<file path="src/rtl/pll_reset_supervisor.sv">
// PLL reset sequencer: pulses the PLL reset, waits for a stable synchronized lock, then releases system reset.
// Latency: lock_i passes 2 sync flops and outputs are registered; there is no backpressure, retries continue indefinitely.
module pll_reset_supervisor #(
  parameter int unsigned PLL_RST_CYCLES = 16,
  parameter int unsigned LOCK_WAIT      = 1024,
  parameter int unsigned TIMEOUT        = 65535
) (
  input  logic       clock,
  input  logic       areset_n,
  input  logic       lock_i,
  input  logic       clear_i,
  output logic       pll_reset_o,
  output logic       sys_rst_no,
  output logic       locked_o,
  output logic       lost_o,
  output logic [3:0] retries_o
);

  typedef enum logic [1:0] {
    ST_RST,
    ST_WAIT,
    ST_STABLE,
    ST_RUN
  } state_t;

  localparam logic [15:0] RST_LAST  = 16'(PLL_RST_CYCLES - 1);
  localparam logic [15:0] LOCK_LAST = 16'(LOCK_WAIT - 1);
  localparam logic [15:0] TO_LAST   = 16'(TIMEOUT - 1);

  state_t      state_q, state_d;
  logic [15:0] cnt_q, cnt_d;
  logic [1:0]  sync_q;
  logic        lock_s;
  logic        retry_ev, lost_ev;
  logic [3:0]  retries_q, retries_d;
  logic        lost_q, lost_d;
  logic        pll_reset_q, sys_rst_n_q, locked_q;

  always_ff @(posedge clock or negedge areset_n) begin
    if (!areset_n) begin
      sync_q <= 2'b00;
    end else begin
      sync_q <= {sync_q[0], lock_i};
    end
  end

  assign lock_s = sync_q[1];

  always_comb begin
    state_d  = state_q;
    cnt_d    = cnt_q + 16'd1;
    retry_ev = 1'b0;
    lost_ev  = 1'b0;
    case (state_q)
      ST_RST: begin
        if (cnt_q == RST_LAST) state_d = ST_WAIT;
      end
      ST_WAIT: begin
        if (lock_s) begin
          state_d = ST_STABLE;
        end else if (cnt_q == TO_LAST) begin
          state_d  = ST_RST;
          retry_ev = 1'b1;
        end
      end
      ST_STABLE: begin
        if (!lock_s) begin
          state_d = ST_WAIT;
        end else if (cnt_q == LOCK_LAST) begin
          state_d = ST_RUN;
        end
      end
      ST_RUN: begin
        // RUN has no terminal count, so the counter holds instead of wrapping.
        cnt_d = cnt_q;
        if (!lock_s) begin
          state_d = ST_RST;
          lost_ev = 1'b1;
        end
      end
      default: state_d = ST_RST;
    endcase
    if (state_d != state_q) cnt_d = 16'd0;

    retries_d = retries_q;
    lost_d    = lost_q;
    if (clear_i) begin
      retries_d = 4'd0;
      lost_d    = 1'b0;
    end else begin
      if (retry_ev && (retries_q != 4'hF)) retries_d = retries_q + 4'd1;
      if (lost_ev) lost_d = 1'b1;
    end
  end

  always_ff @(posedge clock or negedge areset_n) begin
    if (!areset_n) begin
      state_q     <= ST_RST;
      cnt_q       <= 16'd0;
      retries_q   <= 4'd0;
      lost_q      <= 1'b0;
      pll_reset_q <= 1'b1;
      sys_rst_n_q <= 1'b0;
      locked_q    <= 1'b0;
    end else begin
      state_q     <= state_d;
      cnt_q       <= cnt_d;
      retries_q   <= retries_d;
      lost_q      <= lost_d;
      // Decoding from state_d lets outputs move on the same edge as the state.
      pll_reset_q <= (state_d == ST_RST);
      sys_rst_n_q <= (state_d == ST_RUN);
      locked_q    <= (state_d == ST_RUN);
    end
  end

  assign pll_reset_o = pll_reset_q;
  assign sys_rst_no  = sys_rst_n_q;
  assign locked_o    = locked_q;
  assign lost_o      = lost_q;
  assign retries_o   = retries_q;

endmodule

</file>
<file path="config.mk">
export PLATFORM = sky130hd
export DESIGN_NAME = pll_reset_supervisor
export DESIGN_NICKNAME = d
export VERILOG_FILES = /design/src/rtl/pll_reset_supervisor.sv
export SDC_FILE = /design/constraint.sdc
export NUM_CORES = 1
export LEC_CHECK = 0
export CAP_MARGIN = 0
export CORE_MARGIN = 3
export CORE_UTILIZATION = 54
export CTS_CLUSTER_DIAMETER = 120
export DETAILED_ROUTE_END_ITERATION = 6
export PLACE_DENSITY_LB_ADDON = 0.25
export SLEW_MARGIN = 20
export SYNTH_ARGS = -nofsm -noshare
export SYNTH_HDL_FRONTEND = slang
export SYNTH_SLANG_ARGS = --single-unit
</file>
<file path="constraint.sdc">
create_clock -name clock -period 3.1 [get_ports clock]
set_input_delay 0.93 -clock clock [delete_from_list [all_inputs] [get_ports clock]]
set_output_delay 0.93 -clock clock [all_outputs]
set_load 0.01 [all_outputs]
</file>
-- Yosys cells after proc, flatten, opt, wreduce, memory -nomap -nowiden
Index checks and enable logic that the tools add are counted.
- $add $sub $neg: 2
- muxes and demuxes: 18
- reduce and logical (&&, ||, !) cells: 5
- eq/ne operators: 10
- operators by type and width (operator ; count):
    two-way mux 16 bit ; 2
    adder 16 x 1 -> 16 bit (second input constant) ; 1
    == test 16 x 10 -> 1 bit (second input constant) ; 1
    == test 16 bit (second input constant) ; 1
    == test 16 x 4 -> 1 bit (second input constant) ; 1
    two-way mux 2 bit ; 6
    two-way mux 4 bit ; 2
    case mux 2 bit (4 select lines) ; 1
    two-way mux 1 bit ; 7
    == test 2 bit (second input constant) ; 3
    adder 4 x 1 -> 4 bit (second input constant) ; 1
    zero test 2 bit ; 2
    inequality test 4 bit (second input constant) ; 1
    nonzero test 2 bit ; 2
    == test 2 x 1 -> 1 bit (second input constant) ; 1
    inequality test 2 bit ; 1
    inequality test 2 bit (second input constant) ; 1
    logical AND 1 bit ; 1
- register bits: 27
- output and inout bits: 8

-- Depth between registers and ports, before layout
Gate-level depths: netlist of the first run.
- depth after elaboration: 7
- depth in mapped cells: 8

-- Worst setup path before layout of the first run
OpenSTA, ideal clock, no wires.
- kind: flip-flop to flip-flop
- start point: register cnt_q[10]
- end point: register cnt_q[12]
- setup time: 0.119 ns
- cell stages (with the launch flop): 7
- setup slack: 0.602 ns
- period minus slack after synthesis: 2.498 ns
- data arrival time: 2.380 ns
- cell sequence: dfrtp_1 or4_1 or4_4 o41a_1 nor4_4 buf_6 nor2_1
- cells in the longest elaborated chain, start to end: 6
- elaborated cells on any way between the ends: 14
- those cells by class: add/sub (1); eq/ne (5); mux (8)
- RTL lines (what ; line ; RTL):
    start, declared ; 31 ; logic [15:0] cnt_q, cnt_d;
    start signal, assigned ; 107 ; cnt_q <= cnt_d;
    == test 16 x 10 -> 1 bit or == test 16 bit (tied branches) ; 69, 61 ;
    two-way mux 2 bit, on equally long branches ; 69, 61 ;
    two-way mux 2 bit, on equally long branches ; 67, 59 ;
    case mux 2 bit (4 select lines) ; 54 ; case (state_q)
    inequality test 2 bit ; 83 ; if (state_d != state_q) cnt_d = 16'd0;
    inequality test 2 bit (no source line) or two-way mux 16 bit (tied branches) ; -- ;
Parallel ways exist; a longest one is shown, timed or not. The select of a mux whose other input is x is not followed.
A chain may end at the register's enable or synchronous reset.

-- Worst setup path after layout of the first run
- start point: register cnt_q[10]
- end point: register cnt_q[2]
- cells in the longest elaborated chain, start to end: 6
- elaborated cells on any way between the ends: 12
- those cells by class: eq/ne (5); mux (7)
- RTL lines (what ; line):
    == test 16 x 10 -> 1 bit or == test 16 bit (tied branches) ; 69, 61
    two-way mux 2 bit, on equally long branches ; 69, 61
    two-way mux 2 bit, on equally long branches ; 67, 59
    case mux 2 bit (4 select lines) * ; 54
    inequality test 2 bit * ; 83
    inequality test 2 bit (no source line) or two-way mux 16 bit (tied branches) ; --
Mark *: on every way between the ends. The rest lies on a longest branch, timed or not.

==> results of run 1 <==
==> cells in the final DEF (no fill, tap or decap), types with 2 or more instances in the layout <==
cell type        count
nor2_1              29
o31ai_1              2
or4_1                3
nor2b_1              2
ha_1                 3
nor3_1               3
nand2_1             10
nor4_1               3
clkdlybuf4s50_1     11
nand3_1              9
clkbuf_4             3
xor2_1              13
and3_1               3
inv_1                3
nand4_1              6
dfrtp_1             26
buf_4                3
a21oi_1              2
xnor2_1              4
==> registers in the layout (all words and copies together), names as in the netlist <==
register / cells
state_q: 2
lost_o: 1
locked_o: 1
cnt_q: 16
retries_o: 4
pll_reset_o: 1
sync_q: 2
==> metrics by stage <==
step	hold WS, ps	power (mW)	util, %
2_1_floorplan	331	0.673	-
3_3_place_gp	333	0.724	65.1
3_5_place_dp	339	0.736	65.1
4_1_cts	376	0.892	66.2
5_1_grt	395	0.934	66.2
6_report	372	0.878	66.2
==> power by group <==
part           switching, mW  internal (mW)  leakage, nW
Clock                 0.0989         0.0504       0.0150
Sequential            0.0729          0.403        0.362
Combinational          0.137          0.115        0.317
==> layout make-up <==
cell class                      instances  area (sq um)  share of cell area, %
Clock buffer                            4          26.3                   1.71
Tap cell                               28          35.0                   2.28
Timing Repair Buffer                   14           133                   8.64
Sequential cell                        27           677                   44.1
Multi-Input combinational cell        105           653                   42.5
Inverter                                3          11.3                  0.733
==> path summary, 6_finish.rpt <==
kind,from,to,cells after the start
max,cnt_q[10]$_DFFE_PN0P_,cnt_q[2]$_DFFE_PN0P_,6
min,sync_q[0]$_DFF_PN0_,sync_q[1]$_DFF_PN0_,0
max reg2reg,cnt_q[10]$_DFFE_PN0P_,cnt_q[2]$_DFFE_PN0P_,6
min reg2reg,sync_q[0]$_DFF_PN0_,sync_q[1]$_DFF_PN0_,0
max in group asynchronous,areset_n,pll_reset_o$_DFF_PN1_,2
min in group asynchronous,areset_n,locked_o$_DFF_PN0_,2
==> routing by layer <==
metal / GRT usage (%) / up-vias / share of wire, %
met4: 8.14 / 0 / 2.0
met2: 29.0 / 31 / 48
met1: 25.4 / 511 / 45
met3: 4.83 / 6 / 4.8
met5: 0 / - / 0
li1: - / 509 / -
==> critical path: cells and delay by family, from the launching register on <==
family	cells	cell delay, ps
AO/OA/AOI/OAI	1	450
flip-flops	1	460
buffers and inverters	1	230
AND/OR/NAND/NOR	4	1350
==> logic make-up (layout without fill, tap and decap cells) <==
kind of cell / after synthesis / in the layout / share of synthesized area [%]
adders and majority gates: 3 / 3 / 2.73
and+or+nand+nor: 75 / 75 / 28.1
DFF: 27 / 27 / 49.2
xor gates and xnor gates: 17 / 17 / 10.8
AOI/OAI and AO/OA: 10 / 10 / 5.82
buffers and inverters: 9 / 21 / 3.36
==> flow_summary.json, run 1 <==
{
  "grt_pass1_vias": 1084,
  "post_cts_buffers": 0,
  "syn_area_sq_um": 1380,
  "worstMarginPinSlew_ps": 491,
  "fin_skew_ps": 3.81,
  "grt_pass1_wl_um": 4800,
  "drv_slew": 0,
  "critPathRequiredTime_ps": 3320,
  "clockBufferDepth": 2,
  "arrival_ps": 2810,
  "synth_edf_count": 0,
  "drive_gt1_share_pct": 7.84,
  "hp-class": "reg -> reg",
  "synth.avg_cell_area_sq_um": 9.76,
  "remaining_drc_errors": 0,
  "synth_top_area_cell": "dfrtp_1",
  "groute.usage.overall_pct": 19.0,
  "cts.clk_slew.worst_paths_ps": 140,
  "crit_chain": "or4_1 > or4_4 > o41a_1 > nor4_4 > buf_4 > nor2_1",
  "cts_buffers": 3,
  "cp_max_fo": 14,
  "fp.dieH_um": 56.5,
  "place_hpwl_um": 2000,
  "path_class": "reg -> reg",
  "synth.top_cell.area_share_pct": 47.3,
  "ys_top_cells_by_area": "dfrtp_1, xor2_1, nor2_1, nand3_1, ha_1",
  "area_delta_synth_final_pct": 11.5,
  "placed_cell_area_sq_um": 1510,
  "clk_latency_ps": 320,
  "cp_slowest_cell": "or4_1",
  "dp.cells": 177,
  "vias": 1057,
  "fmax_ghz": 0.386,
  "status": "completed",
  "cts_resized": 0,
  "ys.flop_type": "dfrtp_1",
  "cts_tree": "done",
  "n_fill_cell": 186,
  "num_rows": 17,
  "crit_path_end_kind": "flip-flop",
  "finalInstanceArea_sq_um": 1540,
  "h-tree-depth": 1,
  "die_x_um": 56.5,
  "yosysMostFrequentCell": "nor2_1",
  "initial_core_util_pct": 59.4,
  "synthTopCellsByCount": "nor2_1, dfrtp_1, xor2_1",
  "fin_crit_ps": 2590,
  "antenna_found_initial": 0,
  "ys_ff_latch": 27,
  "drt-total-wl_um": 2690,
  "yosysWarnings": 0,
  "powerDensity_nw_per_um2": 572,
  "relSlewSlack_pct": 67.1,
  "dieArea_sq_um": 3190,
  "grt_max_degree": 28,
  "place_congestion": 0.864,
  "wire_per_inst_um": 14.9,
  "async_flop_share_pct": 100,
  "fin_ws_ps": 512,
  "root_buffer": "clkbuf_4",
  "postRouteAntennaNets": 0,
  "synthesis.nets": 148,
  "cts_hold_buf": 0,
  "io_buffers": 11,
  "yosysSeqAreaShare_pct": 49.2,
  "reg2reg_slack_ps": 510,
  "setup_viol": 0,
  "core-area_sq_um": 2320,
  "cpPeakStageDelay_ps": 540,
  "diodes": 0,
  "final-hold-violation-count": 0,
  "fin_crit_sh_pct": 83.5,
  "cts.sinks": 27,
  "syn_inst": 141,
  "dp_slack_ps": 534,
  "ioPinCount": 12,
  "leakagePower_nw": 0.695,
  "first_pass_iters": 5,
  "startpoint_type": "flip-flop",
  "ir_drop_mv": 0.554,
  "cap_violations": 0,
  "final_nets": 161,
  "yosys.cell_types.count": 34,
  "via_per_inst": 5.84,
  "fin_setup_tns_ps": 0,
  "overflow": 0,
  "grt_setup_unrepaired": "no",
  "fin_cells": 181,
  "drt_iter0_drc": 32
}
Power figures use the tool's default switching activity.
==> run 2: changes to the inputs <==
CORE_UTILIZATION = 50   (was 54)
clock period = 2.1 ns   (was 3.1 ns; I/O delays follow)
==> run 2 against run 1 <==
The run now ends with setup timing left. Critical path depth unchanged. Setup slack worse by 790 ps. Clock power up 48%. Sequential share of layout area down 5.4 points.
==> flow_summary.json, run 2 (same netlist as run 1, synthesis figures left out) <==
{
  "status": "finished with violations",
  "violations": "setup timing",
  "drt_iter0_drc": 32,
  "remaining_drc_errors": 0,
  "hp-class": "reg -> reg",
  "hold_depth": 0,
  "diodes": 0,
  "final-hold-violation-count": 0,
  "cts_tree": "done",
  "final_nets": 180,
  "grt_pass1_vias": 1108,
  "overflow": 0,
  "place_congestion": 0.843,
  "final_common_cell": "dfrtp_1",
  "rr_worst_depth": 6,
  "clkPwrFrac_pct": 14.7,
  "grt_setup_unrepaired": "yes",
  "p_sw_share_pct": 35.7,
  "critPathRequiredTime_ps": 2320,
  "cts_hold_buf": 0,
  "fmax_ghz": 0.420,
  "seqCellArea_sq_um": 677,
  "fin_crit_sh_pct": 113,
  "comb_power_share_pct": 42.2,
  "crit_path_end_kind": "flip-flop",
  "vias": 1142,
  "r2r_start": "cnt_q[10]$_DFFE_PN0P_",
  "groute.usage.overall_pct": 19.6,
  "seqPwrFrac_pct": 43.2,
  "final_cell_mix": "dfrtp_1, nor2_1, buf_4",
  "root_buffer": "clkbuf_4",
  "crit_chain": "or4_1 > or4_4 > o311a_4 > nor4_4 > buf_6 > nor2_1",
  "area_delta_synth_final_pct": 27.1,
  "reg2reg_slack_ps": -280,
  "ir_drop_mv": 0.646,
  "dp_slack_ps": -255,
  "largest_reg_flops": 16,
  "path_class": "reg -> reg",
  "antenna_found_initial": 0,
  "drv_slew": 0,
  "die_x_um": 58.5,
  "powerDensity_nw_per_um2": 858,
  "cp_slowest_cell": "or4_1",
  "regMostFlops": "cnt_q",
  "clockBufferDepth": 2,
  "io_buffers": 11,
  "internal-power_mw": 0.965,
  "holdPathEnd": "sync_q[1]$_DFF_PN0_",
  "timing.rr.end": "cnt_q[12]$_DFFE_PN0P_",
  "grt_pass1_wl_um": 5180,
  "fin_crit_ps": 2380,
  "fin_cells": 202,
  "relSlewSlack_pct": 69.5,
  "cts_buffers": 3,
  "cts.clk_slew.worst_paths_ps": 140,
  "via_per_inst": 5.65,
  "num_rows": 18,
  "ioPinCount": 12,
  "fin_ws_ps": -283,
  "cap_violations": 0,
  "fin_skew_ps": 0.947,
  "postRouteAntennaNets": 0,
  "first_pass_iters": 4,
  "clk_latency_ps": 310,
  "drive_gt1_share_pct": 23.8,
  "core-area_sq_um": 2540,
  "n_fill_cell": 197,
  "placed_cell_area_sq_um": 1650,
  "switchingPower_mw": 0.536,
  "multiInputGateArea_sq_um": 718,
  "timing.hold.ws_ps": 387,
  "setup_viol": 18,
  "arrival_ps": 2610,
  "hp-start": "sync_q[0]$_DFF_PN0_",
  "initial_core_util_pct": 54.1,
  "place_hpwl_um": 2250,
  "cp_max_fo": 8,
  "dieArea_sq_um": 3420,
  "worstMarginPinSlew_ps": 454,
  "grt_max_degree": 28,
  "leakagePower_nw": 0.816,
  "cts.sinks": 27,
  "fp.dieH_um": 58.5,
  "drt-total-wl_um": 2960,
  "cpPeakStageDelay_ps": 530,
  "wire_per_inst_um": 14.7,
  "startpoint_type": "flip-flop",
  "h-tree-depth": 1,
  "finalInstanceArea_sq_um": 1750,
  "dp.cells": 196
}
-- run 2: cell types whose count changed in the layout (fill, tap and decap cells not counted) --
cell,change
nor4_4,+1
buf_4,+18
o311a_4,+1
o311a_2,-1
nor2_4,+3
buf_6,+1
nor4_1,-1
nor3_1,-1
nor2_1,-8
nor2_2,+5
nor3_2,+1
-- run 2: power by group through the flow --
stage | logic (mW) | registers, mW | clock network, mW
floorplan | 0.330 | 0.654 | 0
global route | 0.706 | 0.658 | 0.244
global placement | 0.522 | 0.653 | 0
detailed placement | 0.536 | 0.656 | 0
CTS | 0.583 | 0.648 | 0.229
finish | 0.633 | 0.647 | 0.220
-- run 2: worst max-delay path by stage --
stage | endpoint | start
after CTS | cnt_q[8]$_DFFE_PN0P_ | cnt_q[10]$_DFFE_PN0P_
after global placement | cnt_q[3]$_DFFE_PN0P_ | cnt_q[10]$_DFFE_PN0P_
final | cnt_q[12]$_DFFE_PN0P_ | cnt_q[10]$_DFFE_PN0P_
after floorplan | cnt_q[12]$_DFFE_PN0P_ | cnt_q[10]$_DFFE_PN0P_
after global routing | cnt_q[8]$_DFFE_PN0P_ | cnt_q[10]$_DFFE_PN0P_
after detailed placement | cnt_q[3]$_DFFE_PN0P_ | cnt_q[10]$_DFFE_PN0P_
-- run 2: repair_timing --
action                                  in CTS  in global routing
resized for setup                            6                  9
endpoints found under the setup margin      19                 19
pin swaps                                    8                  4
setup buffers                                1                  1
-- run 2: per-stage QoR --
stage | utilization, % | total power, mW | setup TNS (ps)
4_1_cts | 67.0 | 1.46 | -4050
3_3_place_gp | 64.8 | 1.18 | -2830
5_1_grt | 68.7 | 1.61 | -5370
6_report | 68.7 | 1.50 | -4000
2_1_floorplan | - | 0.984 | -3700
3_5_place_dp | 64.8 | 1.19 | -3850
-- run 2: final cells by class --
cell class / count / share of cell area (%)
Clock buffer: 4 / 1.50
Inverter: 3 / 0.644
Multi-Input combinational cell: 105 / 41.1
Sequential cell: 27 / 38.7
Tap cell: 30 / 2.15
Timing Repair Buffer: 33 / 16.0
-- run 2: worst max-delay path: cells and delay by family, from the launching register on --
| family | cells | cell delay, ps |
|---|---|---|
| DFF | 1 | 420 |
| AOI/OAI and AO/OA | 1 | 340 |
| and+or+nand+nor | 4 | 1330 |
| buffers and inverters | 1 | 200 |
-- run 2: routing by layer --
| metal | wire [um] | global-route usage [%] |
|---|---|---|
| met1 | 1290 | 27.2 |
| met2 | 1520 | 32.4 |
| met3 | 126 | 2.19 |
| met4 | 29 | 5.96 |
| met5 | 0 | 0 |
==> run 3: changes to the inputs <==
TNS_END_PERCENT = 50   (was default)
==> run 3 against run 2 <==
Combinational power decreased by 5.4%. Hold slack got worse by 5.2 ps. Sequential cell count did not move. First-iteration DRC count up 47%. Via count decreased by 1.4%. Die area is the same. Setup slack got worse by 8.9 ps. Largest power group unchanged. Routed wire length barely moved. Clock-buffer cell count is the same. Cell count decreased by 0.99%. The run still ends with setup timing left. Clock skew rose by 6.7 ps. Critical endpoint is now cnt_q[9]$_DFFE_PN0P_. Sequential share of layout area up 0.50 points.
==> flow_summary.json, run 3 (same netlist as run 1, synthesis figures left out) <==
{
  "cp_top_family": "simple AND/OR/NAND/NOR gates",
  "antenna_found_initial": 0,
  "critPathRequiredTime_ps": 2320,
  "crit_chain": "or4_4 > or4_4 > o311a_4 > nor4_4 > buf_6 > nor2b_1",
  "crit_start": "cnt_q[10]$_DFFE_PN0P_",
  "drv_slew": 0,
  "setup_viol": 17,
  "cts_tree": "done",
  "fin_skew_ps": 7.60,
  "root_buffer": "clkbuf_4",
  "violations": "setup timing",
  "relSlewSlack_pct": 67.0,
  "worst-path-stages": 6,
  "reg2reg_slack_ps": -290,
  "fmax_ghz": 0.418,
  "io_buffers": 11,
  "path_class": "reg -> reg",
  "final-hold-violation-count": 0,
  "powerDensity_nw_per_um2": 852,
  "drt_iter0_drc": 47,
  "timing.rr.end": "cnt_q[9]$_DFFE_PN0P_",
  "cts.clk_slew.worst_paths_ps": 150,
  "clk_latency_ps": 320,
  "fin_ws_ps": -292,
  "cap_violations": 0,
  "via_per_inst": 5.63,
  "ioPinCount": 12,
  "grt_max_degree": 28,
  "area_delta_synth_final_pct": 25.5,
  "cpMostUsedCell": "or4_4",
  "status": "finished with violations",
  "cts.sinks": 27,
  "drt-total-wl_um": 2970,
  "seqCellArea_sq_um": 677,
  "initial_core_util_pct": 54.1,
  "drive_gt1_share_pct": 22.4,
  "r2r_start": "cnt_q[10]$_DFFE_PN0P_",
  "startpoint_type": "flip-flop",
  "core-area_sq_um": 2540,
  "fin_setup_tns_ps": -4410,
  "n_fill_cell": 193,
  "leakagePower_nw": 0.785,
  "final_common_cell": "dfrtp_1",
  "timing.hold.ws_ps": 381,
  "fin_cells": 200,
  "cpPeakStageDelay_ps": 530,
  "crit_buf_inv": 1,
  "worstMarginPinSlew_ps": 492,
  "h-tree-depth": 1,
  "place_hpwl_um": 2260,
  "ir_drop_mv": 0.718,
  "grt_setup_unrepaired": "yes",
  "cp_max_fo": 8,
  "num_rows": 18,
  "fin_crit_ps": 2390,
  "multiInputGateArea_sq_um": 711,
  "fp.dieH_um": 58.5,
  "fin_crit_sh_pct": 114,
  "remaining_drc_errors": 0,
  "hp-start": "sync_q[0]$_DFF_PN0_",
  "grt_pass1_vias": 1096,
  "hp-class": "reg -> reg",
  "regMostFlops": "cnt_q",
  "overflow": 0,
  "crit_path_end_kind": "flip-flop",
  "final_nets": 178,
  "place_congestion": 0.853,
  "wire_per_inst_um": 14.8,
  "dp.cells": 196,
  "dieArea_sq_um": 3420,
  "final_cell_mix": "dfrtp_1, nor2_1, buf_4",
  "postRouteAntennaNets": 0,
  "clockBufferDepth": 2,
  "arrival_ps": 2610,
  "grt_pass1_wl_um": 4760,
  "vias": 1126,
  "die_x_um": 58.5,
  "largest_reg_flops": 16,
  "cts_buffers": 3,
  "groute.usage.overall_pct": 17.9,
  "cp_slowest_cell": "or4_4",
  "crit_path_end": "cnt_q[9]$_DFFE_PN0P_",
  "diodes": 0,
  "rr_worst_depth": 6,
  "first_pass_iters": 4
}
==> run 3: cell types whose count changed in the layout (fill, tap and decap cells not counted), sizes merged <==
cell / delta
buf: -2
==> run 3: through the flow <==
step	cell area, sq um	power (mW)	util [%]	worst slack [ps]
2_1_floorplan	1390	0.984	-	-279
3_3_place_gp	1650	1.18	64.8	-191
3_5_place_dp	1650	1.21	64.8	-257
4_1_cts	1700	1.45	66.7	-264
5_1_grt	1730	1.55	67.8	-359
6_report	1730	1.47	67.8	-292
==> run 3: worst min-delay path by stage <==
stage | to | cells after the start
2_1_floorplan | cnt_q[0]$_DFFE_PN0P_ | 0
3_3_place_gp | sync_q[1]$_DFF_PN0_ | 0
3_5_place_dp | sync_q[1]$_DFF_PN0_ | 0
4_1_cts | sync_q[1]$_DFF_PN0_ | 0
5_1_grt | sync_q[1]$_DFF_PN0_ | 0
6_report | sync_q[1]$_DFF_PN0_ | 0
==> run 3: cell type report <==
cell class | instances | share of cell area (%)
Clock buffer | 4 | 1.52
Timing Repair Buffer | 31 | 15.3
Multi-Input combinational cell | 105 | 41.2
Sequential cell | 27 | 39.2
Inverter | 3 | 0.652
Tap cell | 30 | 2.17
==> run 3: repair_timing <==
action,in CTS,in global routing
buffers inserted,0,0
pin swaps,9,3
gates resized for setup,6,6
hold buffers,0,0
setup endpoints to repair,18,20
==> run 3: where the power goes <==
| part | internal [mW] | leakage [nW] | switching (mW) |
|---|---|---|---|
| sequential | 0.595 | 0.362 | 0.0526 |
| clock | 0.0741 | 0.0150 | 0.150 |
| combinational | 0.267 | 0.407 | 0.331 |
==> run 3: layer usage <==
layer	part of all wire, %	track usage, %
met1	46	22.3
met3	2.5	2.63
met2	50	32.1
met4	1.6	4.64
met5	0	0
